==> config.mk <==
export PLATFORM = sky130hd
export DESIGN_NAME = pc_fetch_unit
export DESIGN_NICKNAME = d
export VERILOG_FILES = /design/src/rtl/cpu_pkg.sv /design/src/rtl/ras_stack.sv /design/src/rtl/pc_fetch_unit.sv
export SDC_FILE = /design/constraint.sdc
export NUM_CORES = 1
export LEC_CHECK = 0
export CORE_MARGIN = 2
export CORE_UTILIZATION = 35
export CTS_CLUSTER_DIAMETER = 40
export DETAILED_ROUTE_END_ITERATION = 8
export GPL_ROUTABILITY_DRIVEN = 0
export GPL_TIMING_DRIVEN = 0
export PLACE_DENSITY = 0.71
export SKIP_LAST_GASP = 1
export SLEW_MARGIN = 20
export SYNTH_ARGS = -nofsm -noshare
export SYNTH_HDL_FRONTEND = slang
export SYNTH_SLANG_ARGS = --single-unit
==> constraint.sdc <==
create_clock -name clk -period 2.9 [get_ports clk]
set_input_delay 0.58 -clock clk [delete_from_list [all_inputs] [get_ports clk]]
set_output_delay 0.58 -clock clk [all_outputs]
set_load 0.03 [all_outputs]
==> src/rtl/cpu_pkg.sv <==
// Shared CPU-wide definitions: next-PC source encodings used by decode and fetch.
package cpu_pkg;

    typedef enum logic [1:0] {
        PC_SRC_SEQ = 2'd0,
        PC_SRC_BR  = 2'd1,
        PC_SRC_JR  = 2'd2,
        PC_SRC_J   = 2'd3
    } pc_src_e;

endpackage

==> src/rtl/ras_stack.sv <==
// Circular return-address stack: a push when full overwrites the oldest entry,
// and count saturates at the stack depth.
module ras_stack #(
    parameter int PC_W      = 7,
    parameter int RAS_DEPTH = 4
) (
    input  logic                         clk,
    input  logic                         rst,
    input  logic                         push,
    input  logic                         pop,
    input  logic [PC_W-1:0]              din,
    output logic [PC_W-1:0]              top,
    output logic [$clog2(RAS_DEPTH):0]   count
);

    localparam int PTR_W = $clog2(RAS_DEPTH);
    localparam int CNT_W = PTR_W + 1;

    logic [PC_W-1:0]  mem [RAS_DEPTH];
    logic [PTR_W-1:0] ptr;
    logic [PTR_W-1:0] top_idx;
    logic             full;
    logic             empty;

    // ptr names the next free slot, so the newest entry sits one below it.
    assign top_idx = ptr - 1'b1;
    assign top     = mem[top_idx];
    assign full    = (count == CNT_W'(RAS_DEPTH));
    assign empty   = (count == '0);

    always_ff @(posedge clk) begin
        if (push) begin
            mem[ptr] <= din;
        end
    end

    always_ff @(posedge clk) begin
        if (rst) begin
            ptr   <= '0;
            count <= '0;
        end else if (push) begin
            ptr <= ptr + 1'b1;
            if (!full) begin
                count <= count + 1'b1;
            end
        end else if (pop && !empty) begin
            ptr   <= top_idx;
            count <= count - 1'b1;
        end
    end

endmodule

==> src/rtl/pc_fetch_unit.sv <==
// Fetch-stage PC generator: target select, PC register, stall hold with a
// deferred redirect slot, and return-address prediction.
module pc_fetch_unit
    import cpu_pkg::*;
#(
    parameter int              PC_W      = 7,
    parameter logic [PC_W-1:0] RESET_PC  = '0,
    parameter int              RAS_DEPTH = 4
) (
    input  logic                        clk,
    input  logic                        rst,
    input  logic                        stall_f,
    input  logic                        valid_d,
    input  logic [1:0]                  pc_src_d,
    input  logic [PC_W-1:0]             pc_branch_d,
    input  logic [PC_W-1:0]             jr_target_d,
    input  logic [PC_W-1:0]             jump_target_d,
    input  logic                        call_d,
    input  logic                        ret_d,
    input  logic [PC_W-1:0]             link_d,
    output logic [PC_W-1:0]             pc_f,
    output logic [PC_W-1:0]             pc_plus1_f,
    output logic                        flush_d,
    output logic [$clog2(RAS_DEPTH):0]  ras_count
);

    pc_src_e         src;
    logic            pend_v;
    logic [PC_W-1:0] pend_pc;
    logic            redir;
    logic            ras_hit;
    logic            ras_push;
    logic            ras_pop;
    logic [PC_W-1:0] ras_top;
    logic [PC_W-1:0] target;

    assign src        = pc_src_e'(pc_src_d);
    assign pc_plus1_f = pc_f + 1'b1;

    // While a redirect is pending, decode is still showing the instruction that
    // produced it, so it must not be taken a second time.
    assign redir    = valid_d && (src != PC_SRC_SEQ) && !pend_v;
    assign ras_hit  = ret_d && (ras_count != '0);
    assign ras_push = redir && (src == PC_SRC_J) && call_d;
    assign ras_pop  = redir && (src == PC_SRC_JR) && ras_hit;
    assign flush_d  = !rst && (redir || (pend_v && !stall_f));

    always_comb begin
        target = jr_target_d;
        unique case (src)
            PC_SRC_BR:  target = pc_branch_d;
            PC_SRC_J:   target = jump_target_d;
            PC_SRC_JR:  target = ras_hit ? ras_top : jr_target_d;
            PC_SRC_SEQ: target = pc_plus1_f;
        endcase
    end

    always_ff @(posedge clk) begin
        if (rst) begin
            pc_f    <= RESET_PC;
            pend_v  <= 1'b0;
            pend_pc <= '0;
        end else if (!stall_f) begin
            if (redir) begin
                pc_f <= target;
            end else if (pend_v) begin
                pc_f <= pend_pc;
            end else begin
                pc_f <= pc_plus1_f;
            end
            pend_v <= 1'b0;
        end else if (redir) begin
            pend_pc <= target;
            pend_v  <= 1'b1;
        end
    end

    ras_stack #(
        .PC_W      (PC_W),
        .RAS_DEPTH (RAS_DEPTH)
    ) u_ras (
        .clk   (clk),
        .rst   (rst),
        .push  (ras_push),
        .pop   (ras_pop),
        .din   (link_d),
        .top   (ras_top),
        .count (ras_count)
    );

endmodule

## After elaboration in Yosys (flattened, before gate mapping)

Memory sizes are Yosys's and may differ from the RTL's.
Cells that the tools add are included.

| cells by class | value |
|---|---|
| add/sub/neg operators | 5 |
| equal/unequal tests | 5 |
| muxes and demuxes | 11 |
| bitwise operators | 1 |
| reductions and logical operators | 23 |

Operator list:

| cell | count |
|---|---|
| case mux 7 bit (4 select lines) | 1 |
| two-way mux 7 bit | 3 |
| logical AND 1 bit | 10 |
| two-way mux 3 bit | 3 |
| adder 7 x 1 -> 7 bit, second input constant | 1 |
| == test 2 bit, second input constant | 2 |
| zero test 1 bit | 4 |
| two-way mux 2 bit | 2 |
| AND reduction 2 bit | 2 |
| nonzero test 2 bit | 2 |
| adder 3 x 1 -> 3 bit, second input constant | 1 |
| == test 3 bit, second input constant | 1 |
| zero test 3 bit | 1 |
| nonzero test 3 bit | 1 |
| subtractor 3 x 1 -> 3 bit, second input constant | 1 |
| adder 2 x 1 -> 2 bit, second input constant | 1 |
| == test 2 x 1 -> 1 bit, second input constant | 1 |
| zero test 2 bit | 1 |
| two-way mux 1 bit | 2 |
| != test 2 bit, second input constant | 1 |
| OR reduction 2 bit | 1 |
| subtractor 2 x 1 -> 2 bit, second input constant | 1 |
| logical OR 1 bit | 1 |
| inverter 1 bit | 1 |

| storage, ports and cells | value |
|---|---|
| bits in registers | 20 |
| memory bits (writable) | 28 |
| bits of input ports | 36 |
| output and inout port bits | 18 |
| logic and storage cells | 51 |
| memories | 1 |

Memory list:

| name | words | width | read ports | clocked after Yosys merged registers in | write ports | line | source |
|---|---|---|---|---|---|---|---|
| u_ras.mem | 4 | 7 | 1 | 0 | 1 | ras_stack.sv:19 | `logic [PC_W-1:0] mem [RAS_DEPTH];` |

## Depth between registers and ports, before layout

| logic depth | value |
|---|---|
| word-level depth | 8 |
| gate-level depth with buffers | 9 |
| depth with buffers taken out | 7 |

## Modules after synthesis

A second synthesis with hierarchy kept.

| unflattened totals | value |
|---|---|
| cell total of the unflattened synthesis | 244 |
| area total of the unflattened synthesis | 2656.3 um^2 |

Modules (own cells, without submodules):

| module | times used | cells each | area each (um^2) | seq. area each (um^2) |
|---|---|---|---|---|
| ras_stack | 1 | 78 | 1366.3 | 940.9 |
| pc_fetch_unit | 1 | 166 | 1290.0 | 300.3 |

## Worst setup path before layout

Ideal clock, no wire load.

| path | value |
|---|---|
| kind | input to register |
| start | in valid_d |
| end | reg u_ras.count[2] |
| setup time | 0.121 ns |
| data arrival time | 2.323 ns |
| data required time | 2.779 ns |
| slack | 0.457 ns |
| stages | 8 |
| path buffers | 1 |
| path through | nor2b_1 > and4_1 > clkbuf_1 > xnor2_1 > ha_1 > or3_1 > a21boi_0 > mux2_2 |

| on the way | value |
|---|---|
| longest elaborated chain between the ends | 7 |
| elaborated cells on any way between the ends | 11 |
| those cells by class | 1 x eq/ne; 1 x mux; 9 x reduce/logical |

Ends and longest elaborated chain:

| element | line | source |
|---|---|---|
| start, declared | pc_fetch_unit.sv:13 | `input logic valid_d,` |
| logical AND 1 bit * (2 in a row) | pc_fetch_unit.sv:42 | `assign redir = valid_d && (src != PC_SRC_SEQ) && !pend_v;` |
| logical AND 1 bit (2 in a row) | pc_fetch_unit.sv:45 | `assign ras_pop = redir && (src == PC_SRC_JR) && ras_hit;` |
| logical AND 1 bit | ras_stack.sv:46 | `end else if (pop && !empty) begin` |
| nonzero test 2 bit (no line) | n/a |  |
| AND reduction 2 bit (no line) | n/a |  |
| end signal, assigned | ras_stack.sv:44 | `count <= count + 1'b1;` |
| end signal, assigned | ras_stack.sv:48 | `count <= count - 1'b1;` |
| end, declared | ras_stack.sv:13 | `output logic [$clog2(RAS_DEPTH):0] count` |

Every way passes the cells marked *; elsewhere a longest branch is shown, timed or not.
A chain may end at the register's enable or synchronous reset.

## Worst setup path after layout

Ends and elaborated chain as after synthesis.

==> impl_results.md <==
- Clock Tree Root: clkbuf_8
- Number of hold violations in the final report: 0
- Height of the chip: roughly 88 um
- CTS clk-pin slew, worst paths: 0.10 ns
- Hold path start: pend_pc[4]
- Antenna fix cells: 0
- Count of cell types in the netlist: between 40 and 50
- Worst-path cell chain: clkdlybuf4s50_1, nor2b_1, and4_2, xnor2_1, ha_1, or3_1, a21boi_0, mux2_2
- Core region area: just under 7000 um2
- Share of the cycle needed by the critical path after routing: roughly 95%
- Worst Tran Pin Value: 0.755 ns
- Most used flip-flop cell after synthesis: edfxtp_1
- Mapped Avg Cell Area: between 10 and 15 um2
- Post-synthesis sequential area ratio: between 40% and 50%
- Number of remaining DRC errors: 0
- Std-Cell Rows: 30
- Count of flip-flops with a built-in enable after synthesis: 28
- Die area: about 8000 um2
- Clock latency of the later-clocked register in the worst-skew pair: roughly 0.31 ns
- Hold Worst Slack: 0.505 ns
- Number of buffers added by the clock tree synthesis step: 5
- Launch instance of the worst register-to-register path: u_ras.ptr[0]
- Maximum number of pins on one net before global-route repair: 17
- Critical path origin: valid_d
- Number of warnings issued by yosys: 0
- Largest stage delay, worst path: 0.48 ns
- Max H-tree Level: 2
- Area delta synth->final: 29.7%
- Post-synthesis sequential element count: 48
- Fraction of post-synthesis cell area in the top cell type by area: between 30% and 40%
- Port Buf Inserts: 51
- Worst-path maximum fanout: 10
- Detailed Place HPWL: about 4300 um
- Via count of the first global-routing pass: 1862
- Cell with the largest stage delay on the worst path: clkdlybuf4s50_1
- Top cells by area, synth: edfxtp_1 34%, dfxtp_1 16%, mux4_1 5.3%
- Routed via count: about 1900
- Final setup violation count: 0
- All-Layer GR Usage: between 10% and 20%
- Sum of internal, switching and leakage power: 1.55 mW
- Wire length of the first global-routing pass: 9150 um
- Netlist area before placement: around 2500 um2
- NumNets Final: ~320
- Post-synth top cells: 28 x edfxtp_1, 20 x dfxtp_1, 18 x nor2_1
- Clk sink count: 48
- Wire length reported by the detailed router: 5750 um
- Number of inserted filler cells in the final layout: approximately 630
- Type of element launching the critical path: input pin
- Leakage: 1.13 nW
- Worst path top cell family by delay: simple AND/OR/NAND/NOR gates
- Antenna Nets Post-Route: 0
- Class of the tightest hold or removal check: reg -> reg
- Critical path required time: approximately 3 ns
- Crit path buf inv count: 1
- Cell count after synthesis: 220
- Top-count cell post-synth: edfxtp_1
- Final critical delay including setup and external delays: ~2.7 ns
- Highest ir drop seen on vdd: slightly above 0.3 mV
- Data arrival time of the critical path: around 3 ns
- Deepest clock path buffer count: 2
- Post-CTS setup repair buffer count: 0
- Final Slew Violations: 0
- F_max: roughly 0.36 GHz
- Critical path endpoint category: flop
- Largest area contributor in the synthesized netlist: edfxtp_1
- Worst setup path class: in -> reg
- Mapped Nets: around 260
- Length of the first detailed-routing pass in iterations: 4
- Width of the chip: between 80 and 90 um
- Run status: completed
- Power density over the cells: around 480 nW/um2
- Relative slew slack: roughly half
- Via density per instance: 5.17
- RSZ-0062 raised after global routing: false
- Effective utilization at floorplan: 36.4%
- Grt total ovfl: 0
- Number of maximum-capacitance constraint violations: 0
- TritonCTS clock tree: yes
- Clock skew after layout: 0.0145 ns
- Fraction of registers with async set/reset: 0%
- Layout cells sized above 1: approximately 11%
- Antenna violations before repair: 0
- Avg WL per Cell: 15.4 um
- Io pins: 54
- DRT iter0 DRCs: between 100 and 150
## placed cells by master, fill, tap and decap left out, types with 7 or more instances in the layout
master,n
xnor2_1,7
clkdlybuf4s50_1,50
a21oi_1,9
dfxtp_1,20
inv_1,13
a221oi_1,8
edfxtp_1,28
nor2_1,18
nor3_1,10
nand2_1,16
## cells by family (layout without fill, tap and decap cells)
family	count (synthesis)	count (layout)	share of synthesized area, %
xor+xnor	8	8	2.80
compound gates	46	46	13.9
fa+ha+maj	6	6	3.00
mux	16	16	12.4
flops	48	48	49.7
simple gates	68	68	13.0
buf+inv	28	86	5.21
## per-layer routing
layer | wire [um] | vias up | track usage, %
met4 | 15 | 0 | 2.75
met3 | 378 | 3 | 3.92
li1 | - | 940 | -
met5 | 0 | - | 0
met1 | 2470 | 922 | 18.8
met2 | 2880 | 68 | 27.0
## final timing paths
check	end	slack, ns	cells past startpoint
hold / removal	pend_pc[4]	0.50	2
setup / recovery	u_ras.count[2]	0.16	8
setup reg to reg	pc_f[2]	0.38	9
hold reg to reg	pend_pc[4]	0.50	2
## sequential cells by signal, summed over array words and instances, names as in the netlist
signal	cells
u_ras.mem	28
pend_pc	7
u_ras.count	3
u_ras.ptr	2
pend_v	1
pc_f	7
## power by group
group	switching, mW	internal, mW	leakage [nW]
sequential	0.0185	0.739	0.416
combinational	0.149	0.143	0.657
clock	0.239	0.260	0.0548
total	0.406	1.14	1.13
## cell type report
type	instances	area (um2)	share of cell area (%)
Buffer	14	78.8	2.43
Clock buffer	5	68.8	2.12
Clock inverter	3	46.3	1.43
Inverter	13	48.8	1.51
Multi-Input combinational cell	144	1130	34.8
Sequential cell	48	1240	38.3
Tap cell	96	120	3.71
Timing Repair Buffer	51	509	15.7
## stage by stage
step | TNS, ns | instance area (um2) | utilization [%] | std cells | worst slack [ns]
CTS | 0 | 3240 | 47.2 | 374 | 0.0867
floorplan | 0 | 2500 | - | 220 | 0.457
global placement | -0.601 | 3130 | 45.6 | 367 | -0.327
global route | 0 | 3240 | 47.2 | 374 | 0.00161
detailed placement | -0.597 | 3130 | 45.6 | 367 | -0.333
finish | 0 | 3240 | 47.2 | 374 | 0.156
## tightest hold or removal path, stage by stage, from the launching register on
cell,delay (ns)
dfxtp_1,0.33
nor2_1,0.10
nor3_1,0.05
## timing repair
| item | 4_1_cts | 5_1_grt |
|---|---|---|
| resized for setup | 2 | 3 |
| hold buffers | 0 | 0 |
| setup endpoints to repair | 2 | 2 |
| hold endpoints to repair | 0 | 0 |
| pin swaps | 0 | 0 |
(Power assumes the default switching activity.)
